[config.mk]
export PLATFORM = sky130hd
export DESIGN_NAME = seq_divider
export DESIGN_NICKNAME = d
export VERILOG_FILES = /design/src/rtl/seq_divider_pkg.sv /design/src/rtl/seq_divider_rca_sub.sv /design/src/rtl/seq_divider.sv
export SDC_FILE = /design/constraint.sdc
export NUM_CORES = 1
export LEC_CHECK = 0
export ABC_CLOCK_PERIOD_IN_PS = 10200
export CAP_MARGIN = 20
export CORE_UTILIZATION = 43
export DETAILED_ROUTE_END_ITERATION = 10
export PLACE_DENSITY_LB_ADDON = 0.15
export SLEW_MARGIN = 10
export SYNTH_ARGS = -nofsm -noshare
export SYNTH_HDL_FRONTEND = slang
export SYNTH_SLANG_ARGS = --single-unit
[constraint.sdc]
create_clock -name clk -period 10.2 [get_ports clk]
set_input_delay 2.04 -clock clk [delete_from_list [all_inputs] [get_ports clk]]
set_output_delay 2.04 -clock clk [all_outputs]
set_load 0.02 [all_outputs]
[src/rtl/seq_divider_pkg.sv]
// Shared definitions for the sequential restoring divider:
// controller state encoding and the default operand width.
package seq_divider_pkg;

    localparam int DEFAULT_WIDTH = 8;

    typedef enum logic [1:0] {
        IDLE = 2'd0,
        RUN  = 2'd1,
        DONE = 2'd2
    } state_t;

endpackage

[src/rtl/seq_divider_rca_sub.sv]
// Ripple-carry subtractor for the divider's trial subtraction.
// It computes a - b as a + ~b + 1 through a chain of full-adder cells.
// borrow is the inverted final carry, so it is high when a < b.

// Single-bit full-adder cell.
module full_adder (
    input  logic a,
    input  logic b,
    input  logic cin,
    output logic s,
    output logic cout
);
    assign s    = a ^ b ^ cin;
    assign cout = (a & b) | (cin & (a ^ b));
endmodule

module rca_sub #(
    parameter int N = 9
) (
    input  logic [N-1:0] a,
    input  logic [N-1:0] b,
    output logic [N-1:0] diff,
    output logic         borrow
);
    logic [N:0] carry;

    // A carry-in of 1 together with the inverted b forms the two's-complement negation.
    assign carry[0] = 1'b1;

    generate
        for (genvar gi = 0; gi < N; gi++) begin : g_fa
            full_adder u_fa (
                .a    (a[gi]),
                .b    (~b[gi]),
                .cin  (carry[gi]),
                .s    (diff[gi]),
                .cout (carry[gi+1])
            );
        end
    endgenerate

    assign borrow = ~carry[N];
endmodule

[src/rtl/seq_divider.sv]
// Sequential unsigned restoring divider. It produces one quotient bit per clock, MSB first.
// Latency is fixed from accept to done, and the divider takes a new start in the cycle after done.
// Optional feature: define SEQ_DIVIDER_DBZ_EN to add the div_by_zero output.
// With that macro defined, a zero divisor bypasses the iterations.
module seq_divider
    import seq_divider_pkg::*;
#(
    parameter int WIDTH = DEFAULT_WIDTH
) (
    input  logic             clk,
    input  logic             rst,
    input  logic             start,
    input  logic [WIDTH-1:0] dividend,
    input  logic [WIDTH-1:0] divisor,
    output logic             busy,
    output logic             done,
    output logic [WIDTH-1:0] quotient,
    output logic [WIDTH-1:0] remainder
`ifdef SEQ_DIVIDER_DBZ_EN
    ,
    output logic             div_by_zero
`endif
);

    localparam int CW = (WIDTH > 1) ? $clog2(WIDTH) : 1;

    state_t           state_reg;
    logic [WIDTH:0]   prem_reg;     // partial remainder, one guard bit wider than operands
    logic [WIDTH-1:0] shift_reg;    // dividend bits leave at the MSB, quotient bits enter at the LSB
    logic [WIDTH-1:0] divisor_reg;
    logic [CW-1:0]    iter_reg;

`ifdef SEQ_DIVIDER_DBZ_EN
    logic             dbz_flag_reg; // current operation had a zero divisor
    logic             dbz_hold_reg; // one settling cycle so the zero-divisor result lands 2 cycles after accept
`endif

    logic [WIDTH:0]   trial;
    logic [WIDTH:0]   diff;
    logic             borrow;

    // The next dividend bit is shifted into the partial remainder before the trial subtract.
    assign trial = {prem_reg[WIDTH-1:0], shift_reg[WIDTH-1]};

    rca_sub #(
        .N (WIDTH + 1)
    ) u_rca_sub (
        .a      (trial),
        .b      ({1'b0, divisor_reg}),
        .diff   (diff),
        .borrow (borrow)
    );

    // Controller and datapath. Outputs are registered, and results change only on the edge that raises done.
    always_ff @(posedge clk) begin
        if (rst) begin
            state_reg    <= IDLE;
            busy         <= 1'b0;
            done         <= 1'b0;
            quotient     <= '0;
            remainder    <= '0;
            prem_reg     <= '0;
            shift_reg    <= '0;
            divisor_reg  <= '0;
            iter_reg     <= '0;
`ifdef SEQ_DIVIDER_DBZ_EN
            div_by_zero  <= 1'b0;
            dbz_flag_reg <= 1'b0;
            dbz_hold_reg <= 1'b0;
`endif
        end else begin
            case (state_reg)
                IDLE: begin
                    done <= 1'b0;
                    if (start) begin
                        busy        <= 1'b1;
                        divisor_reg <= divisor;
                        iter_reg    <= '0;
`ifdef SEQ_DIVIDER_DBZ_EN
                        if (divisor == '0) begin
                            // Preload the saturated result and go straight to the result stage.
                            shift_reg    <= '1;
                            prem_reg     <= {1'b0, dividend};
                            dbz_flag_reg <= 1'b1;
                            dbz_hold_reg <= 1'b1;
                            state_reg    <= DONE;
                        end else begin
                            shift_reg    <= dividend;
                            prem_reg     <= '0;
                            dbz_flag_reg <= 1'b0;
                            dbz_hold_reg <= 1'b0;
                            state_reg    <= RUN;
                        end
`else
                        shift_reg <= dividend;
                        prem_reg  <= '0;
                        state_reg <= RUN;
`endif
                    end else begin
                        busy <= 1'b0;
                    end
                end

                RUN: begin
                    // Keep the difference when there is no borrow; otherwise restore the shifted value.
                    prem_reg  <= borrow ? trial : diff;
                    shift_reg <= {shift_reg[WIDTH-2:0], ~borrow};
                    iter_reg  <= iter_reg + 1'b1;
                    if (iter_reg == CW'(WIDTH - 1)) begin
                        state_reg <= DONE;
                    end
                end

                DONE: begin
`ifdef SEQ_DIVIDER_DBZ_EN
                    if (dbz_hold_reg) begin
                        dbz_hold_reg <= 1'b0;
                    end else begin
                        quotient    <= shift_reg;
                        remainder   <= prem_reg[WIDTH-1:0];
                        div_by_zero <= dbz_flag_reg;
                        done        <= 1'b1;
                        state_reg   <= IDLE;
                    end
`else
                    quotient  <= shift_reg;
                    remainder <= prem_reg[WIDTH-1:0];
                    done      <= 1'b1;
                    state_reg <= IDLE;
`endif
                end

                default: begin
                    state_reg <= IDLE;
                end
            endcase
        end
    end

endmodule

==> results by stage <==
Outcome:
- The flow ran to the end, but the final reports show violations.
- The final reports fail on design-rule violations.

STA:
- The aggregate negative setup slack is 0 ns.
- The final number of hold-violating endpoints is 0.
- Across all hold checks on the routed design, the worst slack comes to around 0.45 ns.
- The remaining max-slew budget at the tightest pin is 0.5102.
- The transition time at the pin with the least slew margin is 0.7337 ns.
- Setup repair after global routing left no endpoint under its margin.
- The number of endpoints failing setup at the final stage is 0.
- The part of the cycle the worst path needs is 0.4099.
- Across the routed clock network, the largest skew measured is about 0.0033 ns.
- The total count of max-transition violations in the final report is 0.
- The smallest clock period supported by the final layout is computed as 4.181 ns.
- The peak clock frequency supported by timing is 239.2 MHz.

Power and ir drop:
- In this run the power density over the cells is about 160 nW/µm².
- Of the total power, the share spent switching nets is 0.2418.
- The final total power is roughly 400 µW.
- The internal power summed over all cells is a little over 300 µW.
- The clock network power share is 0.348.
- The analysis attributes to net switching a power of 96.37 µW.
- The sequential cell fraction of total power is 0.502.
- The static leakage power is around 0.94 nW.
- Of the total power, combinational logic draws 0.150.
- VDD sags by at most between 0.1 and 0.15 mV.

Critical path:
- In this run the critical register-to-register path is launched from shift_reg[7].
- The class of the most critical setup path is reg2reg.
- In this run the worst path has a maximum fanout of 8.
- STA classifies the critical path endpoint as a flip-flop.
- The critical path starts at shift_reg[7].
- Data on the critical path arrives at its endpoint at 4.42 ns.
- For the worst setup path, the data required time is ~10 ns.
- STA classifies the critical path startpoint as a flip-flop.

Finish:
- The fraction of final layout cells sized beyond drive strength 1 is 0.05809.
- The most common library cell in the layout ignoring fill and taps is sky130_fd_sc_hd__dfxtp_1.
- The number of diodes is 0.
- The area taken by multi-input logic gates is slightly below 1000 µm².
- The final net count is between 200 and 300.
- The area growth from synthesis to layout is 23.98%.
- Once layout is complete, the utilization of the core stands at 0.5633.
- The top cell types in the final layout, fill and taps aside, are 47 x sky130_fd_sc_hd__dfxtp_1, 36 x sky130_fd_sc_hd__clkdlybuf4s50_1, 33 x sky130_fd_sc_hd__nand2_1, 24 x sky130_fd_sc_hd__mux2i_1, 20 x sky130_fd_sc_hd__nor2_1.
- The number of fill cells is ~420.
- The sequential cell area is 940.9 µm².

Logic synthesis:
- The netlist area before placement is ~2000 µm².
- The netlist uses 27 different library cells.
- The average size of a mapped cell is 9.709 µm².
- The number of instances in the synthesized netlist is approximately 210.
- By area the synthesized netlist is led by sky130_fd_sc_hd__dfxtp_1 47%, sky130_fd_sc_hd__mux2i_1 12%, sky130_fd_sc_hd__fa_1 6.9%, sky130_fd_sc_hd__nand2_1 6.1%, sky130_fd_sc_hd__a21oi_1 4.5%.
- The synthesized design contains 47 register bits.
- The sequential cell area fraction in the yosys report is 0.4659.
- The number of nets in the synthesized netlist is roughly 240.
- The cell taking the most area after synthesis is sky130_fd_sc_hd__dfxtp_1.
- The share of synthesized area in the top cell type comes to 0.4659.
- Yosys printed 0 warnings.

Floorplan:
- The total area inside the core boundary comes to 4444 µm².
- The overall die area is 4974 µm².
- The number of standard-cell rows in the floorplan is 24.
- The die is 70.53 µm wide.
- The number of primary I/O pins is 37.
- For this configuration, the core starts out at a cell density of 0.4544.
- The vertical extent of the die is around 71 µm.

Global route:
- The overall track demand over capacity in global routing is 0.1673.
- The via count of the first global-routing pass was approximately 1400.
- Global routing finished with a remaining overflow of 0.
- The pin count of the biggest net entering global routing is 42.
- The first global-routing pass estimated roughly 6500 µm of wire.
- The initial antenna violation count is 0.

Clocking:
- The clock tree synthesis step divided the H-tree into 2 levels.
- The maximum clock path buffer count is 2.
- TritonCTS created 5 clock buffers.
- The CTS tree is built.
- The total clock sinks is 47.
- At the later pin of the worst-skew pair, clock insertion delay measures slightly below 0.3 ns.
- Once the clock tree was built, the resizer swapped 0 gates to a different size.
- CTS placed an instance of sky130_fd_sc_hd__clkbuf_8 at the clock tree root.
- The post-CTS repair timing setup buffer count is 0.
- Clock-pin slew was measured on the worst setup and hold paths at ~0.080 ns.
- For this design, the CTS-stage hold fixing added 0 buffers.

Hold path:
- The startpoint identified for the worst hold timing path is quotient[5].
- The classification of the worst-slack hold path is reg2reg.

Route:
- The first detailed-routing pass took 7 iterations.
- The number of vias per cell is slightly above 5.
- In the routed design, unresolved DRC markers number 8.
- Once detail routing completed, the nets flagged for antenna violations numbered 0.
- The routed layout has around 1500 vias.
- The final layout contains routed wiring with a total length of approximately 3700 µm.
- The DRC marker count from the first detailed-route iteration is between 70 and 80.
- The per-cell routed wire length is around 13 µm.

Place:
- The HPWL reported at the end of detailed placement is around 2600 µm.
- The count of buffers from port buffering is 36.
- The final RePlAce weighted congestion is 0.7360.

Job:
- The tool flagged a number of max-cap violations equal to 0.
power by group through the flow:
| stage | logic [mW] | registers (mW) | clock network [mW] |
|---|---|---|---|
| floorplan | 0.0466 | 0.201 | 0 |
| global placement | 0.0591 | 0.205 | 0 |
| detailed placement | 0.0600 | 0.205 | 0 |
| CTS | 0.0605 | 0.200 | 0.143 |
| global route | 0.0670 | 0.202 | 0.150 |
| finish | 0.0596 | 0.200 | 0.139 |
routing by layer:
layer	routed length, µm	track usage	vias up
met2	1639	0.2600	29
met4	61	0.06667	0
met1	1890	0.2308	705
met5	0	0	-
met3	134	0.03419	7
li1	-	-	765
through the flow:
stage / instance area [µm²] / setup slack, ns / instances
6_report: 2504 / 6.019 / 293
5_1_grt: 2504 / 5.830 / 293
4_1_cts: 2496 / 6.009 / 292
3_5_place_dp: 2379 / 6.014 / 284
3_3_place_gp: 2379 / 6.113 / 284
2_1_floorplan: 2019 / 6.332 / 208
critical path, stage by stage (launching register included):
cell                       delay, ns
sky130_fd_sc_hd__dfxtp_1        0.35
sky130_fd_sc_hd__inv_1          0.06
sky130_fd_sc_hd__ha_1           0.19
sky130_fd_sc_hd__fa_1           0.38
sky130_fd_sc_hd__fa_1           0.39
sky130_fd_sc_hd__fa_1           0.40
sky130_fd_sc_hd__fa_1           0.39
sky130_fd_sc_hd__fa_1           0.39
sky130_fd_sc_hd__fa_1           0.39
sky130_fd_sc_hd__fa_1           0.41
sky130_fd_sc_hd__nand2b_1       0.39
sky130_fd_sc_hd__mux2i_1        0.26
sky130_fd_sc_hd__a22o_1         0.14
final cells by class:
cell class	instances	area share
multi-input combinational	138	0.3848
timing repair buffer	39	0.1529
tap	52	0.02599
clock buffer	6	0.03298
sequential	47	0.3758
clock inverter	2	0.01399
inverter	9	0.01349
cells by family (layout without fill, tap and decap cells):
| logic type | after synthesis | in the layout | synth area share |
|---|---|---|---|
| multiplexers | 24 | 24 | 0.1190 |
| AO/OA/AOI/OAI | 41 | 41 | 0.1382 |
| AND/OR/NAND/NOR | 63 | 63 | 0.1320 |
| buffers and inverters | 23 | 56 | 0.05700 |
| flip-flops | 47 | 47 | 0.4659 |
| adder cells (fa/ha/maj) | 10 | 10 | 0.08798 |
Yosys cell counts:
cell type,instances
sky130_fd_sc_hd__nand2_1,33
sky130_fd_sc_hd__ha_1,3
sky130_fd_sc_hd__buf_2,5
sky130_fd_sc_hd__a22oi_1,2
sky130_fd_sc_hd__o21ai_0,2
sky130_fd_sc_hd__buf_4,6
sky130_fd_sc_hd__o2bb2ai_1,1
sky130_fd_sc_hd__and2_1,1
sky130_fd_sc_hd__nand3b_1,1
sky130_fd_sc_hd__clkbuf_1,1
sky130_fd_sc_hd__nor3b_1,1
sky130_fd_sc_hd__nor2b_1,2
sky130_fd_sc_hd__a211oi_1,8
sky130_fd_sc_hd__o21ba_4,1
sky130_fd_sc_hd__inv_1,9
sky130_fd_sc_hd__a22o_1,7
sky130_fd_sc_hd__buf_1,2
sky130_fd_sc_hd__a21oi_1,18
sky130_fd_sc_hd__nor2_2,1
sky130_fd_sc_hd__nand2b_1,3
sky130_fd_sc_hd__a222oi_1,1
sky130_fd_sc_hd__nor2b_2,1
sky130_fd_sc_hd__fa_1,7
sky130_fd_sc_hd__o21bai_1,1
sky130_fd_sc_hd__mux2i_1,24
sky130_fd_sc_hd__dfxtp_1,47
sky130_fd_sc_hd__nor2_1,20
worst paths after layout:
check,endpoint,slack [ns],cells past startpoint
worst max-delay path,prem_reg[2],6.02,12
worst min-delay path,quotient[5],0.45,2
worst max register to register,prem_reg[2],6.02,12
worst min register to register,quotient[5],0.45,2
(Power assumes the default switching activity.)
